===== src/rtl/pipe_stall_ctrl.sv =====
// Pipeline stall / flush controller.
// Merges per-stage stall requests, data-bus wait and exception flush into
// one per-stage hold vector. A bus wait with no ack times out into a
// one-cycle bus error. A saturating counter records how many cycles the
// PC was held.
//
// state      | meaning
// -----------+------------------------------------------------------------
// S_IDLE     | no outstanding bus wait
// S_MEM_WAIT | MEM stage waiting on data bus ack, wcnt counts wait cycles
// S_BUS_ERR  | one-cycle bus timeout report, pipeline released
module pipe_stall_ctrl #(
  parameter int unsigned TIMEOUT = 255
) (
  input  logic        clk,
  input  logic        rst,
  input  logic        stallreq_id_i,
  input  logic        stallreq_ex_i,
  input  logic        mem_req_i,
  input  logic        mem_ack_i,
  input  logic [31:0] excepttype_i,
  input  logic [31:0] cp0_epc_i,
  input  logic        cnt_clr_i,
  output logic [5:0]  stall,
  output logic        flush,
  output logic [31:0] new_pc,
  output logic        bus_err_o,
  output logic [31:0] stall_cnt_o
);

  localparam logic [1:0] S_IDLE     = 2'd0;
  localparam logic [1:0] S_MEM_WAIT = 2'd1;
  localparam logic [1:0] S_BUS_ERR  = 2'd2;

  localparam logic [7:0] TIMEOUT_C = 8'(TIMEOUT);

  localparam logic [5:0] STALL_BUS  = 6'b011111;
  localparam logic [5:0] STALL_EX   = 6'b001111;
  localparam logic [5:0] STALL_ID   = 6'b000111;
  localparam logic [5:0] STALL_NONE = 6'b000000;

  localparam logic [31:0] VEC_INT  = 32'h0000_0020;
  localparam logic [31:0] VEC_GEN  = 32'h0000_0040;
  localparam logic [31:0] EXC_INT  = 32'h0000_0001;
  localparam logic [31:0] EXC_ERET = 32'h0000_000e;

  logic [1:0]  state_q, state_d;
  logic [7:0]  wcnt_q, wcnt_d;
  logic [31:0] cnt_q;
  logic        exc;
  logic        bus_wait;

  // Qualify exception and bus-wait conditions; reset masks everything.
  always_comb begin
    exc      = !rst && (excepttype_i != '0);
    bus_wait = !rst && ((state_q == S_IDLE) || (state_q == S_MEM_WAIT)) &&
               mem_req_i && !mem_ack_i;
  end

  // Per-stage hold vector by priority: exception, bus wait, EX, ID.
  always_comb begin
    stall = STALL_NONE;
    if (rst || exc || (state_q == S_BUS_ERR)) begin
      stall = STALL_NONE;
    end else if (bus_wait) begin
      stall = STALL_BUS;
    end else if (stallreq_ex_i) begin
      stall = STALL_EX;
    end else if (stallreq_id_i) begin
      stall = STALL_ID;
    end
  end

  // Flush and handler address; eret returns to EPC, everything else
  // except the interrupt code uses the general vector.
  always_comb begin
    flush  = exc;
    new_pc = '0;
    if (exc) begin
      case (excepttype_i)
        EXC_INT:  new_pc = VEC_INT;
        EXC_ERET: new_pc = cp0_epc_i;
        default:  new_pc = VEC_GEN;
      endcase
    end
  end

  // Next-state and wait-counter logic; an ack always beats the timeout.
  always_comb begin
    state_d = state_q;
    wcnt_d  = wcnt_q;
    if (exc) begin
      state_d = S_IDLE;
      wcnt_d  = '0;
    end else begin
      case (state_q)
        S_IDLE: begin
          if (bus_wait) begin
            state_d = S_MEM_WAIT;
            wcnt_d  = 8'd1;
          end
        end
        S_MEM_WAIT: begin
          if (!mem_req_i || mem_ack_i) begin
            state_d = S_IDLE;
            wcnt_d  = '0;
          end else if (wcnt_q == TIMEOUT_C) begin
            state_d = S_BUS_ERR;
            wcnt_d  = '0;
          end else begin
            wcnt_d = wcnt_q + 8'd1;
          end
        end
        S_BUS_ERR: begin
          state_d = S_IDLE;
          wcnt_d  = '0;
        end
        default: begin
          state_d = S_IDLE;
          wcnt_d  = '0;
        end
      endcase
    end
  end

  // State, wait counter and saturating stall-cycle counter.
  always_ff @(posedge clk) begin
    if (rst) begin
      state_q <= S_IDLE;
      wcnt_q  <= '0;
      cnt_q   <= '0;
    end else begin
      state_q <= state_d;
      wcnt_q  <= wcnt_d;
      if (cnt_clr_i) begin
        cnt_q <= '0;
      end else if (stall[0] && (cnt_q != '1)) begin
        cnt_q <= cnt_q + 32'd1;
      end
    end
  end

  // Outputs read zero for the whole time reset is held.
  always_comb begin
    bus_err_o   = !rst && !exc && (state_q == S_BUS_ERR);
    stall_cnt_o = rst ? '0 : cnt_q;
  end

endmodule


===== config.mk =====
export PLATFORM = sky130hd
export DESIGN_NAME = pipe_stall_ctrl
export DESIGN_NICKNAME = d
export VERILOG_FILES = /design/src/rtl/pipe_stall_ctrl.sv
export SDC_FILE = /design/constraint.sdc
export NUM_CORES = 1
export LEC_CHECK = 0
export BUFFER_PORTS_ARGS = -buffer_cell sky130_fd_sc_hd__buf_4
export CAP_MARGIN = 20
export CORE_ASPECT_RATIO = 1.25
export CORE_UTILIZATION = 41
export CTS_CLUSTER_DIAMETER = 60
export CTS_CLUSTER_SIZE = 8
export DETAILED_ROUTE_END_ITERATION = 8
export PLACE_DENSITY_LB_ADDON = 0.25
export REMOVE_ABC_BUFFERS = 1
export SLEW_MARGIN = 20
export SYNTH_ARGS = -nofsm -noshare
export SYNTH_HDL_FRONTEND = slang
export SYNTH_SLANG_ARGS = --single-unit

===== constraint.sdc =====
create_clock -name clk -period 2.5 [get_ports clk]
set_input_delay 0.625 -clock clk [delete_from_list [all_inputs] [get_ports clk]]
set_output_delay 0.625 -clock clk [all_outputs]
set_load 0.02 [all_outputs]

==> impl_results.md, run 1 <==
* Share of the synthesized area in the top cell type at roughly a third
* Tot GR Track Use at ~26%
* Fin. max-slew vios at 0
* Synth Flop Type: dfxtp_1
* Num rows at 32
* Mean Syn Cell Area at between 7 and 8 um^2
* CTS Buf Count at 5
* DR vias at approximately 3200
* Crit Path Max Fanout at 8
* Crit path capture type: output port
* First-pass GRT wire length at between 10000 and 15000 um
* CP Data Required Time at between 1.5 and 2 ns
* Worst hold path cell count at 2
* Number of cells produced by synthesis at 352
* Hold path startpoint: wcnt_q[7]
* WS Path Type: in -> out
* Synthesized cell area at approximately 2700 um^2
* CP startpoint kind: primary input
* Placed Cells incl. Taps at ~590
* Core Footprint at about 6200 um^2
* Final period util at 107%
* Via density at around 5.3
* Top cell type by total area after synthesis: dfxtp_1
* Initial drt markers at around 150
* Multi-input gate area at slightly below 2000 um^2
* Worst vdd ir at about 500 uV
* HP Class: reg -> reg
* Reg2Reg Capture Point: cnt_q[27]
* CTS tree: yes
* CTS root buf: clkbuf_8
* Synth area leaders: dfxtp_1, and2_1, nor2b_1
* EDFF count, synth at 0
* Clock Pin Slew Worst Setup and Hold Paths at 0.08 ns
* Async SR Flop Fraction at 0%
* Sequential share of the synthesized area at a little under a third
* HPWL after DPL at 6550 um
* Ports at between 100 and 150
* Die Ht at a little over 90 um
* Number of global-route vias before repair at a little under 3000
* Grt ovf at 0
* Antenna cells at 0
* Layout Skew at between 0.01 and 0.015 ns
* Hold EP: state_q[1]
* Post-synth cell types at 47
* Initial cell density of the core at a little over two fifths
* Nets at approximately 600
* ANT nets after route at 0
* Fillers at approximately 470
* Final core utilization at between 70% and 80%
* Die width at around 74 um
* Worst Tran Pin Value at roughly 0.7 ns
* Clk sinks at between 40 and 50
* WL/cell at between 15 and 20 um
* Worst-Skew Late Latency at 0.30 ns
* Layout cells sized above 1 at approximately 46%
* Worst-case clock buffer depth at 2
* Drt pass-1 iters at 4
* Status: finished, violations left
* RSZ-0062 raised after global routing: yes
* Maximum achievable frequency at around 370 MHz
* Worst r2r src: state_q[1]
* Final Non-Filler Cells at ~610
* Endpoints failing hold at 0
* Pleak at about 0.0019 uW
* Final min period at approximately 2.7 ns
* Synthesis-to-finish area growth at 73.0%
* Die area at between 6000 and 7000 um^2
* Setup-failing EPs final at 44
* Max transition margin at 54.0%
* Top-count cell post-synth: nor2_1
* Placed cell areas at about 4000 um^2
* Initial antenna violation count at 0
* DRC at 0
* I/O Buffers at 141
* Top cell types by occurrence after synthesis: nor2_1, dfxtp_1, and2_1
* WP data arrival at approximately 2 ns
* Max Cap Viol at 0
* Post-CTS Hold Buffers at 0
* Failing checks: setup timing
* Final GP Congestion at 0.857
* Power Density at 320 nW/um^2
* Synth warn at 0
* Pin count of the biggest net entering global routing at 25
* Post-Place Worst Slack at -0.290 ns
* Register area at 841 um^2
* Final WS setup at -0.170 ns
* Final instance area at 4630 um^2
* R2r setup slk at approximately 0.13 ns
* Total wire length at ~9400 um
* Reg2reg path depth at 6
* H-tree levels at 2
* Flops & latches, synth at 42
[stage by stage]
step                total power, uW  hold WS (ns)  TNS, ns
finish                         1480         0.488    -4.89
global route                   1530         0.509    -7.91
global placement                824         0.465    -5.84
CTS                            1480         0.484    -3.17
detailed placement              826         0.464    -7.19
floorplan                       707         0.438   -23.22
[worst max path at each step]
stage,to,from,depth (start not counted)
6_report,new_pc[1],excepttype_i[6],9
5_1_grt,new_pc[9],excepttype_i[6],9
4_1_cts,new_pc[2],excepttype_i[6],9
3_5_place_dp,cnt_q[27],excepttype_i[0],7
3_3_place_gp,cnt_q[23],excepttype_i[0],8
2_1_floorplan,new_pc[0],excepttype_i[6],5
[power by group]
group          leakage [uW]  switching (uW)  internal, uW
sequential         0.000338   0.00000000418           668
combinational       0.00152            65.1          97.0
clock             0.0000683             249           400
total               0.00192             314          1170
[flip-flops by register name, indices dropped and copies added, names as in the netlist]
name	count
cnt_q	32
wcnt_q	8
state_q	2
[area by class of cell]
type | instances | share of cell area (%)
Clock buffer | 5 | 1.49
Clock inverter | 3 | 1.49
Inverter | 7 | 0.676
Multi-Input combinational cell | 284 | 41.6
Sequential cell | 42 | 18.2
Tap cell | 85 | 2.30
Timing Repair Buffer | 185 | 34.3
[logic make-up (layout without fill, tap and decap cells)]
group	Yosys count	count (layout)	share of synthesized area (%)
flip-flops	42	42	31.4
AND/OR/NAND/NOR	219	219	47.6
adder cells (fa/ha/maj)	2	2	0.935
other	1	1	0.140
XOR/XNOR	22	22	7.20
AO/OA/AOI/OAI	40	40	8.56
buffers and inverters	26	200	4.12
[layer usage]
layer	vias up	global-route usage, %	routed length, um
li1	1572	-	-
met1	1511	27.9	3550
met2	126	48.2	4910
met3	15	6.64	796
met4	0	7.23	185
met5	-	0	0
[worst max-delay path, cell delays in order]
cell and delay (ns):
buf_6 0.10, nor4_4 0.28, and4_4 0.29, nand2_4 0.06, nor3_4 0.15, buf_6 0.16, buf_12 0.12, and2_4 0.14
buf_6 0.11
[repair_timing]
action                     CTS  global route
resized for setup           50            49
setup buffers                6             3
cloned                       2             1
setup endpoints to repair   33            47
pin swaps                   16            18
[placed cells by master (no fill, tap or decap), types with 4 or more instances in the layout]
| master | count |
|---|---|
| a21oi_2 | 6 |
| and2_1 | 16 |
| o21ai_0 | 8 |
| nor2_1 | 43 |
| nor2b_1 | 28 |
| nor3_1 | 12 |
| xor2_1 | 8 |
| nand2_1 | 17 |
| dfxtp_1 | 42 |
| nand3_1 | 18 |
| nor4_4 | 4 |
| buf_6 | 45 |
| xnor2_1 | 13 |
| a21oi_1 | 12 |
| o21ai_1 | 4 |
| nand4_1 | 9 |
| inv_1 | 6 |
| nor4_2 | 4 |
| nor4_1 | 6 |
| clkbuf_8 | 5 |
| or3_1 | 5 |
| and3_1 | 5 |
| and2_4 | 17 |
| buf_4 | 137 |
Power figures use the tool's default switching activity.
==> inputs of run 2 (changes only) <==
==> constraint.sdc (replaced) <==
create_clock -name clk -period 2.5 [get_ports clk]
set_input_delay 0.5 -clock clk [delete_from_list [all_inputs] [get_ports clk]]
set_output_delay 0.5 -clock clk [all_outputs]
set_load 0.02 [all_outputs]
==> impl_results.md, run 2 (synthesis gave the netlist of run 1 again) <==
* Max Cap Viol at 0 (unchanged)
* Maximum achievable frequency at 388 MHz (+3.7%)
* ANT nets after route at 0 (unchanged)
* RSZ-0062 raised after global routing: yes
* Crit Path Max Fanout at 7 (-1)
* CP most frequent cell: buf_6
* Worst-case clock buffer depth at 2 (unchanged)
* Max transition margin at 53.4% (-0.52 points)
* Layout cells sized above 1 at 44.7% (-1.6 points)
* Commonest non-fill, non-tap cell in the layout: buf_4
* Drt pass-1 iters at 4 (unchanged)
* Power Density at 282 nW/um^2 (-12%)
* Crit path max-delay cell type: nor4_2
* Final WS setup at -0.0744 ns (+0.0952 ns)
* DRC at 0 (unchanged)
* Number of flip-flops in the largest register at 32 (unchanged)
* Core Footprint at 6250 um^2 (unchanged)
* Clk sinks at 42 (unchanged)
* Die width at 74.2 um (unchanged)
* Grt ovf at 0 (unchanged)
* Total wire length at 9000 um (-4.7%)
* CTS root buf: clkbuf_8
* Number of global-route vias before repair at 2814 (-2.8%)
* Initial drt markers at 94 (-38%)
* Endpoints failing hold at 0 (unchanged)
* H-tree levels at 2 (unchanged)
* Tot GR Track Use at 23.5% (-2.3 points)
* Final instance area at 4460 um^2 (-3.7%)
* Final period util at 103% (-3.8 points)
* WL/cell at 15.0 um (-2.8%)
* Via density at 5.28 (about the same)
* Worst setup path end: new_pc[7]
* Final core utilization at 71.3% (-2.7 points)
* HP Class: reg -> reg
* Clock Pin Slew Worst Setup and Hold Paths at 0.07 ns (about the same)
* Worst path cell trace: buf_4, nor4_2, and4_4, buf_6, nand2_4, nor3_4, buf_6, clkbuf_16, and2_4, buf_6
* Die area at 6850 um^2 (unchanged)
* Worst path depth at 10 (+1)
* First-pass GRT wire length at 12600 um (-7.6%)
* WP data arrival at 2.07 ns (+0.03 ns)
* Critical Path Source: excepttype_i[14]
* Final GP Congestion at 0.871 (+1.6%)
* Setup-failing EPs final at 30 (-32%)
* R2r setup slk at 0.18 ns (+0.05 ns)
* Ports at 143 (unchanged)
* Worst r2r src: cnt_q[2]
* Crit path capture type: output port
* Synthesis-to-finish area growth at 66.6%
* DR vias at 3162 (-1.9%)
* CP startpoint kind: primary input
* Placed Cells incl. Taps at 585 (-1.2%)
* Antenna cells at 0 (unchanged)
* Largest Register: cnt_q
* Reg2reg path depth at 6 (unchanged)
* Most frequent cells in the layout: buf_4, nor2_1, dfxtp_1, buf_6, and2_4
* Initial antenna violation count at 0 (unchanged)
* Failing checks: setup timing
* Final Non-Filler Cells at 599 (-2.0%)
* Layout Skew at 0.0137 ns (+0.000463 ns)
* CTS tree: yes
* Crit-path leading delay family: simple AND/OR/NAND/NOR gates
* I/O Buffers at 141 (unchanged)
* TNS Setup at -1.37 ns (+3.52 ns)
* CP Data Required Time at 2.00 ns (+0.12 ns)
* Pleak at 0.00184 uW (-4.3%)
* Num rows at 32 (unchanged)
* Buffers & Inverters on Critical Path at 5 (+1)
* Die Ht at 92.3 um (unchanged)
* CTS Buf Count at 5 (unchanged)
* Status: finished, violations left
* Worst Tran Pin Value at 0.693 ns (+0.00777 ns)
* Final min period at 2.57 ns (-0.0952 ns)
* Nets at 586 (-2.0%)
* Reg2Reg Capture Point: cnt_q[27]
* Fin. max-slew vios at 0 (unchanged)
* Worst-Skew Late Latency at 0.30 ns (about the same)
* Crit path largest cell delay at 0.28 ns (about the same)
* Placed cell areas at 3970 um^2 (-1.3%)
* Initial cell density of the core at 42.8% (unchanged)
* HPWL after DPL at 6330 um (-3.4%)
* Pin count of the biggest net entering global routing at 41 (+64%)
* Regs by FF count: cnt_q (32), wcnt_q (8), state_q (2)
* WS Path Type: in -> out
* Total power at 1260 uW (-15%)
* Worst vdd ir at 338 uV (-32%)
==> run 2: cell count changes in the layout (fill, tap and decap cells not counted), sizes merged <==
cell / before / now
buf: 185 / 171
clkbuf: 5 / 8
bufinv: 2 / 0
clkinv: 1 / 2
clkinvlp: 0 / 1
inv: 7 / 6
==> run 2: worst min-delay path, stage by stage (launching register included) <==
cell and delay, ns:
dfxtp_1 0.34, nand2_1 0.06, nor3_1 0.04
==> run 2: where the power goes <==
group	leakage, uW	internal [uW]	total (uW)	switching (uW)
registers	0.000339	668	668	0.00000000425
logic	0.00146	92.3	155	63.1
clock network	0.0000452	197	432	235
total	0.00184	958	1260	298
==> run 2: repair_timing <==
| item | CTS | global route |
|---|---|---|
| pin swaps | 1 | 38 |
| buffers inserted | 0 | 3 |
| cloned | 0 | 3 |
| setup endpoints to repair | 33 | 37 |
| hold buffers | 0 | 0 |
| gates resized for setup | 2 | 83 |
==> run 2: how the worst min path moves through the flow <==
stage	start	endpoint	slack, ns	cells past startpoint
detailed placement	wcnt_q[7]	state_q[1]	0.48	2
global route	cnt_clr_i	cnt_q[15]	0.49	4
global placement	wcnt_q[7]	state_q[1]	0.46	2
CTS	wcnt_q[7]	state_q[1]	0.49	2
finish	wcnt_q[7]	state_q[1]	0.48	2
floorplan	wcnt_q[7]	state_q[1]	0.44	2
==> run 2: layer usage <==
metal	up-vias	track usage (%)	wire, um
met5	-	0	0
met3	8	6.64	781
met1	1481	25.1	3370
met4	0	7.08	97
met2	126	43.5	4750
li1	1547	-	-
==> run 2: area by class of cell <==
class	count	area, um^2
clock inverter	2	13.8
multi-input combinational	284	1900
timing repair buffer	173	1490
sequential	42	842
fill	515	1790
tap	85	106
clock buffer	6	72.6
inverter	7	30.0
==> run 2: stage by stage <==
stage | setup slack [ns] | hold slack [ns]
3_5_place_dp | -0.183 | 0.475
5_1_grt | -0.153 | 0.495
3_3_place_gp | -0.130 | 0.460
6_report | -0.0744 | 0.480
4_1_cts | 0.00375 | 0.491
2_1_floorplan | -0.433 | 0.438
==> inputs of run 3 (changes only) <==
--- a/config.mk
+++ b/config.mk
@@ -8,12 +8,14 @@
 export BUFFER_PORTS_ARGS = -buffer_cell sky130_fd_sc_hd__buf_4
 export CAP_MARGIN = 20
 export CORE_ASPECT_RATIO = 1.25
+export CORE_MARGIN = 2
 export CORE_UTILIZATION = 41
 export CTS_CLUSTER_DIAMETER = 60
 export CTS_CLUSTER_SIZE = 8
 export DETAILED_ROUTE_END_ITERATION = 8
 export PLACE_DENSITY_LB_ADDON = 0.25
 export REMOVE_ABC_BUFFERS = 1
+export SETUP_SLACK_MARGIN = 0.3
 export SLEW_MARGIN = 20
 export SYNTH_ARGS = -nofsm -noshare
 export SYNTH_HDL_FRONTEND = slang
==> impl_results.md, run 3 (synthesis gave the netlist of run 1 again) <==
* Number of global-route vias before repair at 3007 (+6.9%)
* Multi-input gate area at 2040 um^2 (+7.4%)
* Initial cell density of the core at 42.8% (unchanged)
* Clock Pin Slew Worst Setup and Hold Paths at 0.08 ns (about the same)
* Pleak at 0.00192 uW (+4.5%)
* Reg2reg path depth at 6 (unchanged)
* Core Footprint at 6250 um^2 (unchanged)
* Layout Skew at 0.00396 ns (-0.00978 ns)
* Status: finished clean
* HP Class: reg -> reg
* Hold EP: state_q[1]
* Endpoints failing hold at 0 (unchanged)
* Regs by FF count: cnt_q (32), wcnt_q (8), state_q (2)
* Worst r2r src: state_q[1]
* Fillers at 456 (-11%)
* Layout cells sized above 1 at 48.9% (+4.2 points)
* Register area at 848 um^2 (+0.74%)
* DR vias at 3221 (+1.9%)
* Die area at 7190 um^2 (+4.9%)
* Worst-case clock buffer depth at 2 (unchanged)
* CTS tree: yes
* I/O Buffers at 141 (unchanged)
* Max transition margin at 51.3% (-2.1 points)
* WS Path Type: in -> out
* Initial drt markers at 146 (+55%)
* R2r setup slk at 0.21 ns (+0.03 ns)
* RSZ-0062 raised after global routing: yes
* WL/cell at 16.0 um (+6.6%)
* Die Ht at 94.3 um (+2.2%)
* Nets at 593 (+1.2%)
* Clk sinks at 42 (unchanged)
* Via density at 5.32 (+0.69%)
* Worst hold path cell count at 2 (unchanged)
* Power Density at 273 nW/um^2 (-3.1%)
* Antenna cells at 0 (unchanged)
* Final period util at 98.0% (-4.9 points)
* Worst Tran Pin Value at 0.724 ns (+0.0315 ns)
* First-pass GRT wire length at 14400 um (+14%)
* Most frequent cells in the layout: buf_4, buf_6, nor2_1, dfxtp_1, nor2b_1
* Reg2Reg Capture Point: cnt_q[27]
* Total wire length at 9710 um (+7.9%)
* DRC at 0 (unchanged)
* Number of flip-flops in the largest register at 32 (unchanged)
* HPWL after DPL at 6400 um (+1.1%)
* H-tree levels at 2 (unchanged)
* CP startpoint kind: primary input
* Commonest non-fill, non-tap cell in the layout: buf_4
* Worst-Skew Late Latency at 0.29 ns (about the same)
* ANT nets after route at 0 (unchanged)
* Crit Path Max Fanout at 7 (unchanged)
* Initial antenna violation count at 0 (unchanged)
* Setup-failing EPs final at 0 (-100%)
* Crit path capture type: output port
* CTS Buf Count at 5 (unchanged)
* Max Cap Viol at 0 (unchanged)
* Largest Register: cnt_q
* Die width at 76.2 um (+2.7%)
* Maximum achievable frequency at 408 MHz (+5.0%)
* CP Data Required Time at 2.00 ns (about the same)
* Num rows at 32 (unchanged)
* Fin. max-slew vios at 0 (unchanged)
* Final core utilization at 75.5% (+4.2 points)
* Tot GR Track Use at 24.2% (+0.75 points)
* Hold path startpoint: wcnt_q[7]
* Final GP Congestion at 0.856 (-1.7%)
* Pin count of the biggest net entering global routing at 29 (-29%)
* Synthesis-to-finish area growth at 76.3%
* Final min period at 2.45 ns (-0.124 ns)
* Ports at 143 (unchanged)
* WP data arrival at 1.95 ns (-0.12 ns)
* CTS root buf: clkbuf_8
* Drt pass-1 iters at 4 (unchanged)
* Grt ovf at 0 (unchanged)
* Worst vdd ir at 226 uV (-33%)
* Total power at 1290 uW (+2.6%)
run 3: per-layer routing:
metal	GRT usage [%]	up-vias	part of all wire, %
li1	-	1569	-
met1	27.0	1497	39
met2	45.5	134	52
met3	6.25	21	6.1
met4	7.12	0	2.9
met5	0	-	0
run 3: final cells by class:
cell class	instances	share of cell area, %
multi-input cells	285	43.2
flip-flops and latches	42	18.0
clock buffers	7	1.83
inverters	7	0.637
repair buffers	179	34.0
well taps	85	2.26
clock inverters	1	0.106
run 3: what timing repair did:
item,in CTS,in global routing
resized for setup,57,65
setup endpoints to repair,53,60
hold buffers,0,0
gates cloned,2,2
endpoints found under the hold margin,0,0
pin swaps,28,22
setup buffers,7,2
run 3: critical path: stages:
cell       delay, ns
buf_6           0.10
nor4_4          0.29
and4_4          0.30
nand2_4         0.06
nor3_4          0.15
buf_6           0.15
clkbuf_16       0.14
and2_4          0.13
buf_6           0.11
run 3: through the flow:
| step | worst slack (ns) | TNS, ns | cell area (um^2) | instances | hold WS, ns |
|---|---|---|---|---|---|
| 2_1_floorplan | -0.433 | -13.36 | 2590 | 333 | 0.438 |
| 6_report | 0.0493 | 0 | 4720 | 606 | 0.485 |
| 3_3_place_gp | -0.0657 | -0.192 | 3970 | 585 | 0.461 |
| 3_5_place_dp | -0.110 | -0.361 | 3970 | 585 | 0.473 |
| 4_1_cts | 0.108 | 0 | 4370 | 602 | 0.475 |
| 5_1_grt | -0.00865 | -0.0159 | 4720 | 606 | 0.487 |
run 3: power breakdown:
| part | switching, uW | internal [uW] | leakage, uW |
|---|---|---|---|
| Combinational | 69.0 | 98.6 | 0.00153 |
| Clock | 230 | 223 | 0.0000482 |
| Sequential | 0.00000000421 | 668 | 0.000341 |
| Total | 299 | 990 | 0.00192 |
run 3: worst max path at each step:
| stage | startpoint | endpoint | slack, ns | depth (start not counted) |
|---|---|---|---|---|
| after floorplan | excepttype_i[6] | new_pc[0] | -0.43 | 5 |
| after global placement | excepttype_i[0] | cnt_q[27] | -0.07 | 7 |
| after detailed placement | excepttype_i[0] | cnt_q[27] | -0.11 | 7 |
| after CTS | excepttype_i[6] | new_pc[23] | 0.11 | 9 |
| after global routing | excepttype_i[30] | new_pc[4] | -0.009 | 9 |
| final | excepttype_i[30] | new_pc[4] | 0.05 | 9 |
